`src/rtl/fft_result_uart_tx.sv`:
```
// fft_result_uart_tx
// Collects one frame of N complex FFT results into a 2N-entry buffer (Re at
// even, Im at odd entries). Once the frame is full it converts each entry to
// one signed byte and sends it over a UART 8N1 line, Re then Im per sample,
// in arrival order.
//
// Ports:
//   clk      system clock
//   rst_n    asynchronous active-low reset
//   Re_i     signed real part of the incoming sample
//   Im_i     signed imaginary part of the incoming sample
//   en_i     one-cycle valid strobe for Re_i/Im_i (ignored unless ready_o)
//   ready_o  high while a sample can be accepted
//   busy_o   high while the frame is being transmitted
//   tx_o     UART serial output, idle high, registered
//   done_o   one-cycle pulse after the last stop bit of a frame
//
// Build option:
//   FFT_TX_SATURATE_EN  defined: byte = clamp(sample >>> FRAC_SHIFT, -128, 127)
//                       undefined: byte = low 8 bits of sample >>> FRAC_SHIFT
//
// Top FSM states:
//   state      | meaning
//   COLLECT    | accept samples until N are buffered
//   LOAD_BYTE  | convert entry rd_ptr and start the UART engine (1 cycle)
//   SEND       | wait for the engine's byte-done
//   DONE       | pulse done_o, clear pointers
//
// UART engine states:
//   state  | meaning
//   IDLE   | line high, waiting for start
//   START  | start bit (low)
//   DATA   | 8 data bits, LSB first
//   STOP   | stop bit (high)

module fft_result_uart_tx #(
  parameter int          bit_width    = 32,
  parameter int          N            = 16,
  parameter int          SIZE         = 4,
  parameter int          FRAC_SHIFT   = 6,
  parameter logic [15:0] t_1_bit      = 16'd5207,
  parameter logic [15:0] t_half_1_bit = 16'd2603
) (
  input  logic                        clk,
  input  logic                        rst_n,
  input  logic signed [bit_width-1:0] Re_i,
  input  logic signed [bit_width-1:0] Im_i,
  input  logic                        en_i,
  output logic                        ready_o,
  output logic                        busy_o,
  output logic                        tx_o,
  output logic                        done_o
);

  localparam int PTR_W = SIZE + 1;

  // Elaboration-time sanity checks on the parameter set.
  if (N != (1 << SIZE)) begin : g_bad_size
    $error("N must equal 2**SIZE");
  end
  if (t_half_1_bit >= t_1_bit) begin : g_bad_half_bit
    $error("t_half_1_bit must be below t_1_bit");
  end

  localparam logic [1:0] S_COLLECT = 2'd0;
  localparam logic [1:0] S_LOAD    = 2'd1;
  localparam logic [1:0] S_SEND    = 2'd2;
  localparam logic [1:0] S_DONE    = 2'd3;

  localparam logic [1:0] U_IDLE  = 2'd0;
  localparam logic [1:0] U_START = 2'd1;
  localparam logic [1:0] U_DATA  = 2'd2;
  localparam logic [1:0] U_STOP  = 2'd3;

  localparam logic [PTR_W-1:0] WR_LAST   = PTR_W'(N - 1);
  localparam logic [PTR_W-1:0] RD_LAST   = PTR_W'(2 * N - 1);
  localparam logic [15:0]      BIT_RELOAD = t_1_bit - 16'd1;

  // --------------------------------------------------------------------------
  // Top FSM and pointers
  // --------------------------------------------------------------------------
  logic [1:0]       state_q, state_d;
  logic [PTR_W-1:0] wr_ptr_q, wr_ptr_d;
  logic [PTR_W-1:0] rd_ptr_q, rd_ptr_d;
  logic             wr_en;
  logic             start_byte;
  logic             byte_done;

  always_comb begin
    state_d    = state_q;
    wr_ptr_d   = wr_ptr_q;
    rd_ptr_d   = rd_ptr_q;
    wr_en      = 1'b0;
    start_byte = 1'b0;
    case (state_q)
      S_COLLECT: begin
        if (en_i) begin
          wr_en    = 1'b1;
          wr_ptr_d = wr_ptr_q + 1'b1;
          // Leaving on the N-th strobe makes ready_o drop the following cycle.
          if (wr_ptr_q == WR_LAST) state_d = S_LOAD;
        end
      end
      S_LOAD: begin
        start_byte = 1'b1;
        state_d    = S_SEND;
      end
      S_SEND: begin
        if (byte_done) begin
          rd_ptr_d = rd_ptr_q + 1'b1;
          state_d  = (rd_ptr_q == RD_LAST) ? S_DONE : S_LOAD;
        end
      end
      default: begin
        wr_ptr_d = '0;
        rd_ptr_d = '0;
        state_d  = S_COLLECT;
      end
    endcase
  end

  always_ff @(posedge clk or negedge rst_n) begin
    if (!rst_n) begin
      state_q  <= S_COLLECT;
      wr_ptr_q <= '0;
      rd_ptr_q <= '0;
    end else begin
      state_q  <= state_d;
      wr_ptr_q <= wr_ptr_d;
      rd_ptr_q <= rd_ptr_d;
    end
  end

  assign ready_o = (state_q == S_COLLECT);
  assign busy_o  = (state_q == S_LOAD) || (state_q == S_SEND);
  assign done_o  = (state_q == S_DONE);

  // --------------------------------------------------------------------------
  // Frame buffer (contents need no reset)
  // --------------------------------------------------------------------------
  logic [bit_width-1:0] mem_q [2*N];

  always_ff @(posedge clk) begin
    if (wr_en) begin
      mem_q[{wr_ptr_q[SIZE-1:0], 1'b0}] <= Re_i;
      mem_q[{wr_ptr_q[SIZE-1:0], 1'b1}] <= Im_i;
    end
  end

  // --------------------------------------------------------------------------
  // Byte conversion
  // --------------------------------------------------------------------------
  logic signed [bit_width-1:0] sample_sel;
  logic signed [bit_width-1:0] sample_shr;
  logic [7:0]                  tx_byte;

  assign sample_sel = mem_q[rd_ptr_q];
  assign sample_shr = sample_sel >>> FRAC_SHIFT;

`ifdef FFT_TX_SATURATE_EN
  localparam logic signed [bit_width-1:0] SAT_HI = bit_width'(127);
  localparam logic signed [bit_width-1:0] SAT_LO = -(bit_width'(128));

  always_comb begin
    if (sample_shr > SAT_HI)      tx_byte = 8'h7F;
    else if (sample_shr < SAT_LO) tx_byte = 8'h80;
    else                          tx_byte = 8'(sample_shr);
  end
`else
  // Upper bits are dropped silently; wraparound is intended.
  assign tx_byte = 8'(sample_shr);
`endif

  // --------------------------------------------------------------------------
  // UART 8N1 engine; bit timer is a down-counter reloaded per bit
  // --------------------------------------------------------------------------
  logic [1:0]  u_state_q, u_state_d;
  logic [15:0] bit_cnt_q, bit_cnt_d;
  logic [2:0]  bit_idx_q, bit_idx_d;
  logic [7:0]  shreg_q, shreg_d;
  logic        tx_q, tx_d;

  assign byte_done = (u_state_q == U_STOP) && (bit_cnt_q == 16'd0);

  always_comb begin
    u_state_d = u_state_q;
    bit_cnt_d = bit_cnt_q;
    bit_idx_d = bit_idx_q;
    shreg_d   = shreg_q;
    tx_d      = tx_q;
    case (u_state_q)
      U_IDLE: begin
        if (start_byte) begin
          u_state_d = U_START;
          tx_d      = 1'b0;
          bit_cnt_d = BIT_RELOAD;
          bit_idx_d = 3'd0;
          shreg_d   = tx_byte;
        end
      end
      U_START: begin
        if (bit_cnt_q == 16'd0) begin
          u_state_d = U_DATA;
          tx_d      = shreg_q[0];
          bit_cnt_d = BIT_RELOAD;
        end else begin
          bit_cnt_d = bit_cnt_q - 16'd1;
        end
      end
      U_DATA: begin
        if (bit_cnt_q == 16'd0) begin
          bit_cnt_d = BIT_RELOAD;
          if (bit_idx_q == 3'd7) begin
            u_state_d = U_STOP;
            tx_d      = 1'b1;
          end else begin
            bit_idx_d = bit_idx_q + 3'd1;
            shreg_d   = {1'b0, shreg_q[7:1]};
            tx_d      = shreg_q[1];
          end
        end else begin
          bit_cnt_d = bit_cnt_q - 16'd1;
        end
      end
      default: begin
        if (bit_cnt_q == 16'd0) u_state_d = U_IDLE;
        else                    bit_cnt_d = bit_cnt_q - 16'd1;
      end
    endcase
  end

  always_ff @(posedge clk or negedge rst_n) begin
    if (!rst_n) begin
      u_state_q <= U_IDLE;
      bit_cnt_q <= '0;
      bit_idx_q <= '0;
      shreg_q   <= '0;
      tx_q      <= 1'b1;
    end else begin
      u_state_q <= u_state_d;
      bit_cnt_q <= bit_cnt_d;
      bit_idx_q <= bit_idx_d;
      shreg_q   <= shreg_d;
      tx_q      <= tx_d;
    end
  end

  assign tx_o = tx_q;

endmodule
```
`config.mk`:
```
export PLATFORM = sky130hd
export DESIGN_NAME = fft_result_uart_tx
export DESIGN_NICKNAME = d
export VERILOG_FILES = /design/src/rtl/fft_result_uart_tx.sv
export SDC_FILE = /design/constraint.sdc
export NUM_CORES = 1
export LEC_CHECK = 0
export CAP_MARGIN = 5
export CORE_UTILIZATION = 41
export DETAILED_ROUTE_END_ITERATION = 10
export GPL_TIMING_DRIVEN = 1
export PLACE_DENSITY = 0.61
export SYNTH_ARGS = -nofsm -noshare
export SYNTH_HDL_FRONTEND = slang
export SYNTH_SLANG_ARGS = --single-unit
```
`constraint.sdc`:
```
create_clock -name clk -period 2.1 [get_ports clk]
set_input_delay 0.42 -clock clk [delete_from_list [all_inputs] [get_ports clk]]
set_output_delay 0.42 -clock clk [all_outputs]
set_load 0.02 [all_outputs]
```
# After elaboration in Yosys (flattened, before gate mapping)
# Memory sizes are Yosys's and may differ from the RTL's.
# Cells that the tools add are included.
dict set report op_classes {
  n_eq_ne 18
  addsub 4
  muxes 37
  bitwise 2
  n_reduce_logical 18
}
# operator n
set op_table {}
lappend op_table {{16-bit 2-to-1 mux} 3}
lappend op_table {{16-bit one-hot mux with 2 select lines} 1}
lappend op_table {{8-bit 2-to-1 mux} 3}
lappend op_table {{5-bit one-hot mux with 2 select lines} 2}
lappend op_table {{2-bit 2-to-1 mux} 9}
lappend op_table {{16-bit logical NOT} 1}
lappend op_table {{8-bit one-hot mux with 2 select lines} 1}
lappend op_table {{16-bit by 1-bit subtractor with 16-bit output, second input constant} 1}
lappend op_table {{2-bit != test, second input constant} 7}
lappend op_table {{2-bit one-hot mux with 3 select lines} 2}
lappend op_table {{5-bit by 1-bit adder with 5-bit output, second input constant} 2}
lappend op_table {{5-bit 2-to-1 mux} 2}
lappend op_table {{1-bit 2-to-1 mux} 9}
lappend op_table {{3-bit 2-to-1 mux} 3}
lappend op_table {{2-bit == test, second input constant} 4}
lappend op_table {{4-bit AND reduction} 2}
lappend op_table {{3-bit one-hot mux with 2 select lines} 1}
lappend op_table {{2-bit AND reduction} 3}
lappend op_table {{2-bit OR reduction} 3}
lappend op_table {{5-bit by 4-bit == test with 1-bit output, second input constant} 1}
lappend op_table {{5-bit == test, second input constant} 1}
lappend op_table {{5-bit AND reduction} 1}
lappend op_table {{2-bit by 1-bit == test with 1-bit output, second input constant} 2}
lappend op_table {{2-bit logical NOT} 2}
lappend op_table {{other kinds (11)} 13}
dict set report word_totals {
  input_bits 67
  memories 1
  regBits 42
  word_cells 88
  output_inout_bits 4
  ramBits 1024
}
# name depth word_bits read_ports rd_clocked_by_memory_dff wr line
set memory_table {}
lappend memory_table {mem_q 32 32 1 0 2 141} ;# logic [bit_width-1:0] mem_q [2*N];

# Logic depth before layout (Yosys ltp)
# Gate-level depths: netlist (run 1).
dict set report logic_depth {
  ltp_word 4
  depth_mapped 9
  mapped_depth_nobuf 7
}

# Least setup slack after synthesis (run 1)
# Ideal clock, no wire load.
dict set report synth_timing {
  kind {register to register}
  start {register state_q[0]}
  end {memory mem_q[22][10], enable pin}
  path_slack_ps -262
  synth_period_minus_slack_ps 2362
  arrival_ps 1989
  path_buffers 1
  setup_time_ps 374
  stages_incl_launch_ff 7
  required_ps 1726
  path_cell_list {dfrtp_1 > inv_1 > ha_1 > clkbuf_1 > nand2_1 > nor3b_1 > and2_1}
}
# element line
set synth_rtl {}
lappend synth_rtl {{start: declaration} 82} ;# logic [1:0] state_q, state_d;
lappend synth_rtl {{start signal: assignment} 128} ;# state_q <= state_d;
lappend synth_rtl {{end: declaration} 141}

# Final worst setup path (run 1)
dict set report layout_timing {
  start {register rd_ptr_q[0]}
  end {register shreg_q[7]}
}
dict set report layout_between {
  elab_chain_cells 3
}
# element line
set layout_rtl {}
lappend layout_rtl {{start: declaration} 84} ;# logic [PTR_W-1:0] rd_ptr_q, rd_ptr_d;
lappend layout_rtl {{start signal: assignment} 130} ;# rd_ptr_q <= rd_ptr_d;
lappend layout_rtl {{memory 32 x 32 bit} -}
lappend layout_rtl {{8-bit 2-to-1 mux} 193} ;# if (start_byte) begin
lappend layout_rtl {{8-bit one-hot mux with 2 select lines} 191} ;# case (u_state_q)
lappend layout_rtl {{end signal: assignment} 243} ;# shreg_q <= shreg_d;
lappend layout_rtl {{end: declaration} 180} ;# logic [7:0] shreg_q, shreg_d;
# No other way between the ends. The select of a mux whose other input is x is not followed.
# A chain may end at the register's enable or synchronous reset.

==> impl_metrics.toml, run 1 <==
[yosys]
yosys_warnings = 0
yosysSeqAreaShare_pct = 70.00
syn-num-nets = 812
async_flop_share_pct = 14.09
postSynthCellCount = 725
syn-cell-area_mm2 = 0.01248
synth.distinct_cells = 66
avgSynthCellArea_um2 = 17.22
synth-edff-count = 256
synthFlopType = "edfxtp_1"
synth-seq-cells = 298

[sta]
fin_worst_skew_ns = 0.02462
whs_ns = 0.4821
drv_slew = 0
fmax_mhz = 478.3
max_slew_margin_pct = 46.69
worstMarginPinSlew_ns = 0.7996
period_needed_ns = 2.091
setup_viol = 0
hold_viol_final = 0
layout_setup_ws_ns = 0.009280
setup_tns_ns = 0
period_share_pct = 99.56
rsz0062_at_grt = "true"

[setup_path]
cp-end-kind = "register"
crit_fanout = 6
crit_type = "register to register"
crit_required_ns = 2.54
cp_data_arrival_time_ns = 2.53
cp-start-kind = "register"

[routing]
routed_wl_um = 27120
drc = 0
first_iter_violations = 495
wl_per_cell_um = 21.63
vias = 6890
ant_nets = 0
post_drt_via_cell_ratio = 5.494
dr.pass1.iters = 4

[cells_and_area]
antennaDiodeCount = 0
seqCellArea_mm2 = 0.008745
multi_input_area_mm2 = 0.003655
mostFrequentLayoutCell = "edfxtp_1"
drive_above_1_share_pct = 31.25
finish.net_count = 926
syn_to_final_growth_pct = 22.52
fill_cells = 2376
mostFrequentLayoutCells = "256 x edfxtp_1, 61 x buf_4, 50 x mux4_2"

[clock_network]
path_clk_slew_ns = 0.06
cts.sinks = 298
cts-root-buf = "clkbuf_16"
cts_made_buffers = 31
clock_path_buffers = 3
cts_tree = "done"
insertion_delay_ns = 0.58
cts.htree.levels = 1

[place]
gp_congestion = 0.7854
hpwl_um = 17640
post-place-ws_ns = -0.1153
io_buffers = 22

[global_routing]
grt_antenna_before_repair = 0
grt_pass1_wl_um = 42220
grt_pass1_vias = 7242
gr-total-overflow = 0
grt_max_degree = 34
track_usage_pct = 18.05

[floorplan]
core-area_mm2 = 0.02980
dieWidth_um = 176.5
rows = 63
die_h_um = 176.5
start_util_pct = 41.90
dieArea_mm2 = 0.03115
io_pins = 71

[flow_run]
cap_violations = 0

[power]
total_power_w = 0.01208
p_per_area_mw_per_mm2 = 790.1
power_leakage_nw = 5.136
ir_drop_v = 0.0006559

[status]
status = "finished clean"

[hold_path]
hold_path.class = "primary input to asynchronous set/reset pin"
[Yosys cell counts, types with 3 or more instances]
cell / count / area share (%)
nand3b_1: 3 / 0.18
a21oi_1: 21 / 0.84
buf_6: 6 / 0.54
nor3_1: 8 / 0.32
nand2b_1: 4 / 0.20
buf_2: 9 / 0.36
inv_1: 17 / 0.51
a22oi_1: 6 / 0.36
o221ai_1: 5 / 0.35
nand2_1: 33 / 0.99
nor2b_1: 7 / 0.35
o211ai_1: 9 / 0.54
or3_1: 5 / 0.25
o2111ai_1: 3 / 0.21
a221oi_1: 7 / 0.49
and2_1: 18 / 0.90
nor3b_1: 4 / 0.24
nand3_1: 24 / 0.96
o21ai_0: 14 / 0.56
o22a_1: 5 / 0.35
nor2_1: 13 / 0.39
nand4_1: 6 / 0.30
ha_1: 20 / 2.0
o31ai_1: 6 / 0.36
a211o_1: 7 / 0.49
mux2i_1: 23 / 1.8
mux2_2: 17 / 1.5
clkbuf_1: 17 / 0.51
and3_1: 3 / 0.15
or2_2: 4 / 0.20
edfxtp_1: 256 / 62
or4_1: 7 / 0.42
a22o_1: 7 / 0.49
mux4_2: 50 / 9.0
buf_4: 3 / 0.18
dfrtp_1: 41 / 8.2
[where the power goes]
group          internal [W]  leakage [nW]  switching, W
Sequential          0.00643          2.81             0
Combinational     0.0000321          1.81     0.0000957
Clock               0.00330         0.507       0.00223
Total               0.00976          5.14       0.00232
[final timing paths]
path                             start     endpoint  slack (ns)  cells after the start
max                        rd_ptr_q[0]   shreg_q[7]       0.009                      6
min                              rst_n  wr_ptr_q[4]        0.48                      2
max reg2reg                rd_ptr_q[0]   shreg_q[7]       0.009                      6
min reg2reg                wr_ptr_q[4]  wr_ptr_q[4]        0.51                      2
max in group asynchronous        rst_n   shreg_q[4]        0.95                      3
min in group clk           wr_ptr_q[4]  wr_ptr_q[4]        0.51                      2
[metal layers]
layer | wire length [um] | track usage (%) | vias up
met5 | 0 | 0 | -
met4 | 425 | 4.095 | 0
met3 | 1100 | 2.562 | 35
met2 | 14240 | 32.09 | 139
met1 | 11350 | 23.31 | 3550
li1 | - | - | 3166
[cells by family (layout without fill, tap and decap cells)]
group | count (synthesis) | in the layout | synth area share (%)
simple gates | 154 | 154 | 7.056
compound gates | 107 | 107 | 6.143
mux | 92 | 92 | 12.58
buf+inv | 53 | 192 | 2.145
xor+xnor | 1 | 1 | 0.07017
flops | 298 | 298 | 70.00
fa+ha+maj | 20 | 20 | 2.004
[final cells by class]
type	instances	share of cell area, %
clock buffers	38	5.440
clock inverters	20	1.374
inverters	17	0.4172
multi-input cells	374	23.89
flip-flops and latches	298	57.17
well taps	390	3.190
repair buffers	117	8.515
[stage by stage]
step	utilization (%)	instance area [um2]	instances
floorplan	-	12510	725
global placement	46.59	13880	1179
detailed placement	46.59	13880	1179
CTS	50.86	15150	1251
global route	51.34	15300	1254
finish	51.34	15300	1254
[critical path, cell delays in order, from the launching register on]
cell and delay [ns]:
dfrtp_4 0.49, buf_6 0.15, buf_12 0.13, mux4_2 0.48, nor2b_1 0.15, a211o_1 0.28
a221o_1 0.30
[state kept, by name, summed over array words and instances (netlist names)]
register and cells:
wr_ptr_q 5, state_q 2, bit_cnt_q 16, mem_q 256, shreg_q 8, rd_ptr_q 5, bit_idx_q 3, tx_o 1
u_state_q 2
[timing repair]
item                                    in CTS  in global routing
cloned                                       2                  0
buffers inserted                            11                  3
pin swaps                                    2                 12
endpoints found under the setup margin      20                 36
hold buffers                                 1                  0
resized for setup                           21                 30
endpoints found under the hold margin       31                  0
No activity file was read; power rests on OpenSTA's default activity.
==> inputs of run 2 (changes only) <==
PLACE_DENSITY = 0.6   (was 0.61)
==> run 2 against run 1 <==
Net effect: critical path type unchanged; wire length decreased by 0.36%; core utilization decreased by 0.72 points; via count decreased by 0.48%; die area unchanged; clock power decreased by 6.7%; cell count decreased by 1.0%; largest cell class unchanged; the run now ends with negative setup slack left; flip-flop and latch count unchanged; fmax decreased by 1.1%; final area decreased by 1.4%.
==> impl_metrics.toml, run 2 (synthesis gave the netlist of run 1 again) <==
[cells_and_area]
drive_above_1_share_pct = 30.43
fill_cells = 2408
multi_input_area_mm2 = 0.003637
finish.net_count = 914
instances_no_fill = 1241
largest_reg_flops = 256
syn_to_final_growth_pct = 20.81
antennaDiodeCount = 0
mostFrequentLayoutCells = "256 x edfxtp_1, 51 x buf_4, 50 x mux4_2"
seqCellArea_mm2 = 0.008745
mostFrequentLayoutCell = "edfxtp_1"
post-route-util_pct = 50.62

[setup_path]
cp-start-kind = "register"
crit_required_ns = 2.53
cp-end-kind = "register"
crit_fanout = 8
max_stage_delay_ns = 0.49
rr_worst_depth = 7
rrSetupSlack_ns = -0.01
crit_top_cell = "buf_12"
slowest_stage = "mux4_2"
cp_data_arrival_time_ns = 2.54
path_cells = "buf_12 > buf_12 > mux4_2 > a22o_1 > a211o_1 > nand3_2 > o211ai_1"
worstReg2RegStart = "rd_ptr_q[0]"
timing.rr.end = "shreg_q[6]"
crit_type = "register to register"

[place]
gp_congestion = 0.8050
io_buffers = 22
dpl.cell_count = 1171
hpwl_um = 17000

[sta]
setup_viol = 1
period_share_pct = 100.7
setup_tns_ns = -0.01473
max_slew_margin_pct = 49.98
worstMarginPinSlew_ns = 0.7503
whs_ns = 0.4719
hold_viol_final = 0
layout_setup_ws_ns = -0.01473
rsz0062_at_grt = "true"
fin_worst_skew_ns = 0.01538
period_needed_ns = 2.115
drv_slew = 0
fmax_mhz = 472.9

[power]
power_leakage_nw = 5.033
switching_share_pct = 19.66
p_per_area_mw_per_mm2 = 776.7
ir_drop_v = 0.0007660
pwr-share-seq_pct = 54.9
pwr-share-clk_pct = 44.0
power.switching_w = 0.002303
total_power_w = 0.01171
power.internal_w = 0.009411
p_comb_share_pct = 1.1

[floorplan]
dieArea_mm2 = 0.03115
core-area_mm2 = 0.02980
rows = 63
dieWidth_um = 176.5
start_util_pct = 41.90
die_h_um = 176.5
io_pins = 71

[clock_network]
cts-root-buf = "clkbuf_16"
clock_path_buffers = 3
insertion_delay_ns = 0.57
cts_tree = "done"
cts_made_buffers = 31
path_clk_slew_ns = 0.06
cts.htree.levels = 1
cts.sinks = 298

[global_routing]
gr-total-overflow = 0
grt_pass1_wl_um = 41460
track_usage_pct = 17.79
grt_antenna_before_repair = 0
grt_pass1_vias = 7307
grt_max_degree = 33

[status]
status = "complete, but fails checks"
violations = "negative setup slack"

[routing]
wl_per_cell_um = 21.78
ant_nets = 0
routed_wl_um = 27020
vias = 6857
dr.pass1.iters = 5
first_iter_violations = 542
drc = 0
post_drt_via_cell_ratio = 5.525

[flow_run]
cap_violations = 0

[hold_path]
hold_path.class = "primary input to asynchronous set/reset pin"
-- run 2: timing repair --
| item | CTS | global route |
|---|---|---|
| resized for setup | 23 | 25 |
| buffers inserted | 1 | 10 |
| pin swaps | 1 | 18 |
| gates cloned | 1 | 0 |
| endpoints found under the hold margin | 30 | 0 |
| endpoints found under the setup margin | 67 | 19 |
| hold buffers | 1 | 0 |
-- run 2: worst max-delay path by stage --
| stage | start | endpoint | slack [ns] | cells after the start |
|---|---|---|---|---|
| floorplan | state_q[0] | mem_q[16][10] | -0.01 | 6 |
| finish | rd_ptr_q[0] | shreg_q[6] | -0.01 | 7 |
| detailed placement | rd_ptr_q[0] | shreg_q[5] | -0.09 | 7 |
| CTS | rd_ptr_q[0] | shreg_q[4] | -0.06 | 7 |
| global placement | rd_ptr_q[0] | shreg_q[3] | -0.07 | 6 |
| global route | rd_ptr_q[0] | shreg_q[6] | -0.08 | 8 |
-- run 2: layout make-up --
type	count	share of cell area, %
clock inverter	20	1.045
clock buffer	37	5.293
timing repair buffer	105	7.906
tap	390	3.235
inverter	17	0.4231
multi-input combinational	374	24.12
sequential	298	57.98
-- run 2: stage by stage --
stage	cell area [um2]	worst slack, ns
after floorplan	12510	-0.01444
after global placement	13820	-0.06544
after detailed placement	13820	-0.08556
after CTS	14900	-0.05772
after global routing	15080	-0.07766
final	15080	-0.01473
-- run 2: power groups by stage --
stage                     Clock, W  Combinational (W)  Sequential [W]
after global routing       0.00548           0.000141         0.00643
after floorplan                  0        0.000000492         0.00655
final                      0.00516           0.000127         0.00643
after detailed placement         0           0.000130         0.00655
after CTS                  0.00527           0.000132         0.00643
after global placement           0           0.000121         0.00655
-- run 2: critical path: cells and delay by family, from the launching register on --
kind            cells  cell delay (ns)
mux                 1             0.49
flops               1             0.46
compound gates      3             0.59
simple gates        1             0.14
buf+inv             2             0.28
-- run 2: per-layer routing --
metal  GRT usage (%)  vias to the layer above  part of all wire, %
met2           32.55                      137                   54
met1           21.98                     3542                   40
met4           5.532                        0                  2.5
met5               0                        -                    0
li1                -                     3129                    -
met3           1.895                       49                  3.4
==> inputs of run 3 (changes only) <==
CORE_UTILIZATION = 54   (was 41)
PLACE_DENSITY = 0.75   (was 0.6)
==> run 3 against run 2 <==
Net effect: the run still ends with negative setup slack left; power grew 2.1%; register-to-register slack barely moved; die area is 24% lower; cell count down 8.2%; first-iteration DRC count up 14%; wire length grew 0.80%.
==> impl_metrics.toml, run 3 (synthesis gave the netlist of run 1 again) <==
[status]
status = "complete, but fails checks"
violations = "negative setup slack"

[global_routing]
grt_pass1_vias = 7572
gr-total-overflow = 0
grt_antenna_before_repair = 0
track_usage_pct = 23.67
grt_max_degree = 40
grt_pass1_wl_um = 42040

[setup_path]
timing.rr.end = "shreg_q[7]"
rrSetupSlack_ns = -0.01
rr_worst_depth = 6
cp-start-kind = "register"
crit_required_ns = 2.52
cp-end-kind = "register"
crit_type = "register to register"
worstReg2RegStart = "rd_ptr_q[0]"
endpoint = "shreg_q[7]"
cp_data_arrival_time_ns = 2.53
startpoint = "rd_ptr_q[0]"
crit_fanout = 5

[place]
io_buffers = 22
gp_congestion = 0.8404
post-place-ws_ns = -0.08422
dpl.cell_count = 1075
hpwl_um = 17100

[clock_network]
insertion_delay_ns = 0.58
cts.sinks = 298
path_clk_slew_ns = 0.06
cts-root-buf = "clkbuf_16"
cts_made_buffers = 30
clock_path_buffers = 3
cts_tree = "done"
cts.htree.levels = 1

[sta]
drv_slew = 0
setup_viol = 1
hold_viol_final = 0
worstMarginPinSlew_ns = 0.6502
whs_ns = 0.3523
fmax_mhz = 473.9
period_share_pct = 100.5
fin_worst_skew_ns = 0.04634
period_needed_ns = 2.110
max_slew_margin_pct = 56.66
rsz0062_at_grt = "true"
layout_setup_ws_ns = -0.009956

[power]
power_leakage_nw = 5.083
ir_drop_v = 0.0009681
p_per_area_mw_per_mm2 = 796.1

[floorplan]
core-area_mm2 = 0.02264
io_pins = 71
die_h_um = 154.1
dieWidth_um = 154.1
dieArea_mm2 = 0.02373
rows = 55
start_util_pct = 55.14

[routing]
routed_wl_um = 27240
drc = 0
vias = 7097
dr.pass1.iters = 8
post_drt_via_cell_ratio = 6.231
wl_per_cell_um = 23.92
first_iter_violations = 618
ant_nets = 0

[cells_and_area]
post-route-util_pct = 66.39
mostFrequentLayoutCell = "edfxtp_1"
drive_above_1_share_pct = 30.09
finish.net_count = 919
instances_no_fill = 1139
syn_to_final_growth_pct = 20.40
largest_reg_flops = 256
mostFrequentLayoutCells = "256 x edfxtp_1, 56 x buf_4, 50 x mux4_2"
antennaDiodeCount = 0

[hold_path]
hold_path.class = "primary input to asynchronous set/reset pin"

[flow_run]
cap_violations = 0
==> run 3: layout make-up <==
| cell class | instances | area, um2 |
|---|---|---|
| flip-flops and latches | 298 | 8747 |
| repair buffers | 111 | 1260 |
| well taps | 285 | 356.6 |
| fillers | 1408 | 7610 |
| clock inverters | 19 | 240.2 |
| multi-input cells | 374 | 3593 |
| clock buffers | 35 | 769.5 |
| inverters | 17 | 63.81 |
==> run 3: power breakdown <==
group | switching [W] | internal, W | leakage, nW
logic | 0.0000932 | 0.0000334 | 1.77
registers | 0 | 0.00643 | 2.81
clock network | 0.00218 | 0.00323 | 0.499
==> run 3: what timing repair did <==
item                                    CTS  global route
cloned                                    1             0
setup buffers                             0             8
endpoints found under the hold margin    16             0
endpoints found under the setup margin   17            67
pin swaps                                 1             5
hold buffers                              1             0
gates resized for setup                  18            17
==> run 3: per-layer routing <==
metal	global-route usage [%]	share of wire (%)	vias to the layer above
li1	-	-	3131
met1	29.28	39	3654
met2	41.45	52	240
met3	3.918	5.5	72
met4	9.905	3.7	0
met5	0	0	-
==> run 3: how the worst min path moves through the flow <==
stage,from,to,slack [ns],cells after the start
after detailed placement,rst_n,bit_idx_q[0],0.37,1
after floorplan,rst_n,bit_cnt_q[0],0.12,0
after CTS,rst_n,bit_idx_q[0],0.36,2
after global placement,rst_n,bit_idx_q[2],0.36,1
final,rst_n,shreg_q[0],0.35,2
after global routing,rst_n,shreg_q[0],0.38,2
==> run 3: worst max-delay path, cell delays in order (launching register included) <==
cell and delay (ns):
dfrtp_4 0.51, bufbuf_16 0.29, buf_4 0.14, mux4_2 0.49
mux2i_1 0.15, a211oi_1 0.09, a221o_1 0.33
==> run 3: through the flow <==
step                      power [W]  cell area [um2]  setup TNS, ns
after floorplan            0.006554            12510        -0.6932
after global placement     0.006670            13780       -0.04864
after detailed placement   0.006679            13780         -4.296
after CTS                   0.01204            14880       -0.04615
after global routing        0.01226            15030        -0.3711
final                       0.01197            15030      -0.009956
==> edit 1 (config.mk and constraints of run 2) <==
Change the parameter `bit_width` from 32 to 24.
--- a/src/rtl/fft_result_uart_tx.sv
+++ b/src/rtl/fft_result_uart_tx.sv
@@ -36,3 +36,3 @@
 module fft_result_uart_tx #(
-  parameter int          bit_width    = 32,
+  parameter int          bit_width    = 24,
   parameter int          N            = 16,
Interface: changed (resized Im_i and Re_i); port bits go from 71 to 55. No check against the original RTL was run, so the function may have changed too.
==> edit 1 against run 2 <==
  * Area after synthesis about the same
  * Via count increased by 3.2%
  * Sequential cell count unchanged
  * Largest cell class unchanged
  * Global-route usage increased by 0.94 points
  * Clock skew increased by 0.0024 ns
  * Routed wire length increased by 4.1%
  * Sequential share of layout area decreased by 1.4 points
  * Core utilization increased by 1.2 points
  * Final area increased by 2.5%
  * Worst setup slack improved by 0.024 ns
Power is not compared: it rests on default switching activity, and its combinational part moved more than twofold at a synthesized area within 25%.
==> edit 1: results (changes against run 2) <==
INFO  metric run_status = complete, no violations (was complete, but fails checks)
INFO  metric slowest_stage = or3_4 (was mux4_2)
INFO  metric critPathMaxFanout = 6 (was 8)
INFO  metric first_global_vias = 7512 (was 7307)
INFO  metric gr-usage-met3 = 0.0233 (was 0.0189)
INFO  metric design.final.nets = 945 (was 914)
INFO  metric cp_slowest_stage_delay = 0.42 ns (was 0.49 ns)
INFO  metric detailed_route_wire_length_on_metal_1 = 11800 um (was 10900 um)
INFO  metric synth-xor-area-share = 0.00491 (was 0.000702)
INFO  metric cts.repair_timing.setup_buffer_count = 4 (was 1)
INFO  metric fill_cell_total_of_the_finished_layout = 2395 (was 2408)
INFO  metric worst_slew_pin_slew = 0.690 ns (was 0.750 ns)
INFO  metric finalClockSkew = 0.0178 ns (was 0.0154 ns)
INFO  metric post_synthesis_net_count = 841 (was 812)
INFO  metric route.met2.wl = 14900 um (was 14500 um)
INFO  metric grtUsageMet2 = 0.336 (was 0.325)
INFO  metric cp_top_family = simple AND/OR/NAND/NOR gates (was compound AO/OA/AOI/OAI gates)
INFO  metric grtUsageTotal = 0.187 (was 0.178)
INFO  metric ys_top_cells_by_count = edfxtp_1 (256), nor2_1 (55), mux4_2 (46), dfrtp_1 (41), o21ai_0 (36) (was edfxtp_1 (256), mux4_2 (50), dfrtp_1 (41), nand2_1 (33), nand3_1 (24))
INFO  metric route.top_layer_used = met5 (was met4)
INFO  metric cp_data_arrival_time = 2.55 ns (was 2.54 ns)
INFO  metric cts_resized = 22 (was 23)
INFO  metric drt_iter0_drc = 445 (was 542)
INFO  metric gp_routability_congestion = 0.845 (was 0.805)
INFO  metric dp_hpwl = 17900 um (was 17000 um)
INFO  metric post_synth_mux_area_share = 0.128 (was 0.126)
INFO  metric vias = 7074 (was 6857)
INFO  metric tritoncts.num_buffers = 30 (was 31)
INFO  metric wire_length_of_the_first_global_routing_pass = 43800 um (was 41500 um)
INFO  metric power.share.sequential = 0.448
INFO  metric synth_adder_area_share = 0.0200 (about the same)
INFO  metric detailroute.wirelength.met3 = 891 um (was 921 um)
INFO  metric seq_area_frac_synth = 0.700 (about the same)
INFO  metric route.detailed.wl_per_inst = 21.8 um (about the same)
==> edit 1: changes by cell type after synthesis, moves of 6 or more <==
cell	change
nor2_1	+42
o21ai_0	+22
and2_1	-18
mux2i_1	+10
buf_2	+9
a211o_1	-7
buf_1	+6
buf_6	-6
inv_1	+6
nand3_1	+6
==> edit 1: worst paths after layout <==
kind                                               start                   endpoint  slack (ns)
worst min-delay path                               rst_n  bit_cnt_q[13]$_DFFE_PN0P_        0.19
max in group asynchronous                          rst_n           tx_o$_DFFE_PN1P_        1.37
min in group clk                  shreg_q[7]$_DFFE_PN0P_     shreg_q[7]$_DFFE_PN0P_        0.52
worst max-delay path            bit_cnt_q[0]$_DFFE_PN0P_   bit_cnt_q[4]$_DFFE_PN0P_       0.009
worst min register to register    shreg_q[7]$_DFFE_PN0P_     shreg_q[7]$_DFFE_PN0P_        0.52
worst max register to register  bit_cnt_q[0]$_DFFE_PN0P_   bit_cnt_q[4]$_DFFE_PN0P_       0.009
==> edit 1: layout make-up <==
class / count / area [um^2] / share of cell area
Sequential cell: 298 / 8750 / 0.566
Multi-Input combinational cell: 404 / 3790 / 0.245
Timing Repair Buffer: 116 / 1290 / 0.0834
Clock buffer: 31 / 754 / 0.0488
Tap cell: 390 / 488 / 0.0316
Clock inverter: 25 / 292 / 0.0189
Inverter: 24 / 90.1 / 0.00583
==> edit 1: through the flow <==
| step | hold WS (ns) | std cells | instance area (um^2) | setup TNS, ns |
|---|---|---|---|---|
| detailed placement | 0.225 | 1228 | 14100 | -2.26 |
| CTS | 0.182 | 1289 | 15300 | -0.0674 |
| global route | 0.195 | 1288 | 15500 | -0.217 |
| floorplan | 0.124 | 770 | 12600 | -2.35 |
| global placement | 0.222 | 1228 | 14100 | -1.52 |
| finish | 0.190 | 1288 | 15500 | 0 |
==> edit 2 (flow settings as in run 2) <==
Without the edit above. Take the reset off `shreg_q` and load it in a clocked block of its own.
--- a/src/rtl/fft_result_uart_tx.sv
+++ b/src/rtl/fft_result_uart_tx.sv
@@ -236,3 +236,2 @@
       bit_idx_q <= '0;
-      shreg_q   <= '0;
       tx_q      <= 1'b1;
@@ -242,3 +241,2 @@
       bit_idx_q <= bit_idx_d;
-      shreg_q   <= shreg_d;
       tx_q      <= tx_d;
@@ -247,2 +245,6 @@
 
+  always_ff @(posedge clk) begin
+    shreg_q <= shreg_d;
+  end
+
   assign tx_o = tx_q;
Function: not settled (the Yosys comparison gave no result); the edit may change what the design does.
==> edit 2 against run 2 <==
  * The run still ends with negative setup slack left
  * Final area rose by 2.9%
  * Worst setup slack got worse by 0.042 ns
  * Area after synthesis rose by 0.24%
  * Core utilization rose by 1.5 points
  * Clock skew fell by 0.00093 ns
  * Critical path depth did not move
  * Synthesized cell count rose by 3.3%
  * Sequential cell count did not move
  * Total power rose by 1.0%
  * Clock power rose by 2%
  * Fmax fell by 1.9%
  * Routed wire length rose by 7.4%
==> edit 2: results (changes against run 2) <==
INFO  metric dp_slack = -0.218 ns (was -0.0856 ns)
INFO  metric fin_worst_hold_slack = 0.387 ns (was 0.472 ns)
INFO  metric final_wirelength = 29000 um (was 27000 um)
INFO  metric tns = -0.190 ns (was -0.0147 ns)
INFO  metric route.detailed.wl_per_inst = 22.4 um (was 21.8 um)
INFO  metric design.final.nets = 967 (was 914)
INFO  metric netlist_top_cells_area = edfxtp_1 (63%), mux4_2 (7.9%), dfrtp_1 (6.6%) (was edfxtp_1 (62%), mux4_2 (9.0%), dfrtp_1 (8.2%))
INFO  metric synth_adder_area_share = 0.0200 (about the same)
INFO  metric setup.worst_path.end = shreg_q[2]$_DFFE_PP_ (was shreg_q[6]$_DFFE_PN0P_)
INFO  metric dp_hpwl = 17700 um (was 17000 um)
INFO  metric violated_checks = negative setup slack (unchanged)
INFO  metric power.internal = 9.46 mW (was 9.41 mW)
INFO  metric ys_async_sr_fraction = 0.114 (was 0.141)
INFO  metric run_status = complete, but fails checks (unchanged)
INFO  metric wire_length_of_the_first_global_routing_pass = 44100 um (was 41500 um)
INFO  metric cp_slowest_stage_delay = 0.52 ns (was 0.49 ns)
INFO  metric drt_iter0_drc = 810 (was 542)
INFO  metric power.leakage = 5.22 nW (was 5.03 nW)
INFO  metric setup-violations-final = 8 (was 1)
INFO  metric finalClockSkew = 0.0144 ns (was 0.0154 ns)
INFO  metric slowest_stage = dfrtp_4 (was mux4_2)
INFO  metric synth-xor-area-share = 0.00350 (was 0.000702)
INFO  metric ys_top_cells_by_count = edfxtp_1 (264), mux4_2 (44), nand2_1 (37), nor2_1 (35) (was edfxtp_1 (256), mux4_2 (50), dfrtp_1 (41), nand2_1 (33), nand3_1 (24))
INFO  metric cp_top_family = multiplexers (was compound AO/OA/AOI/OAI gates)
INFO  metric post_route_cells_drive_above_1_share = 0.330 (was 0.304)
INFO  metric synth_compound_area_frac = 0.0658 (was 0.0614)
INFO  metric peakVddDrop = 0.718 mV (was 0.766 mV)
INFO  metric first_global_vias = 7437 (was 7307)
INFO  metric setup_slack = -0.0567 ns (was -0.0147 ns)
## edit 2: per-layer routing
| layer | up-vias | wire [um] | global-route usage |
|---|---|---|---|
| met2 | 223 | 14600 | 0.324 |
| li1 | 3268 | - | - |
| met1 | 3729 | 12400 | 0.251 |
| met4 | 0 | 702 | 0.0535 |
| met5 | - | 0 | 0 |
| met3 | 58 | 1310 | 0.0284 |
## edit 2: cells by family after synthesis
family / count (synthesis)
xor+xnor: 5
compound gates: 117
fa+ha+maj: 20
buf+inv: 52
flops: 298
mux: 94
simple gates: 163
## edit 2: cell type report
| type | instances | area (um^2) |
|---|---|---|
| Clock buffer | 37 | 798 |
| Clock inverter | 21 | 183 |
| Fill cell | 2396 | 14300 |
| Inverter | 15 | 56.3 |
| Multi-Input combinational cell | 399 | 3690 |
| Sequential cell | 298 | 8790 |
| Tap cell | 390 | 488 |
| Timing Repair Buffer | 135 | 1510 |
## edit 2: stage by stage
stage | cell area [um^2] | utilization
detailed placement | 14000 | 0.471
finish | 15500 | 0.521
floorplan | 12500 | -
CTS | 15400 | 0.515
global route | 15500 | 0.521
global placement | 14000 | 0.471
## edit 2: what timing repair did
item                       in CTS  in global routing
setup buffers                  15                  8
hold endpoints to repair       22                  0
cloned                          3                  0
pin swaps                       6                 14
gates resized for setup        31                 31
setup endpoints to repair      58                 63
hold buffers                    1                  0
## edit 2: power by group through the flow
| stage | combinational [mW] | clock, mW | sequential [mW] |
|---|---|---|---|
| 6_report | 0.124 | 5.26 | 6.45 |
| 5_1_grt | 0.136 | 5.60 | 6.45 |
| 4_1_cts | 0.126 | 5.38 | 6.45 |
| 3_5_place_dp | 0.125 | 0 | 6.57 |
| 3_3_place_gp | 0.116 | 0 | 6.57 |
| 2_1_floorplan | 0.000492 | 0 | 6.57 |
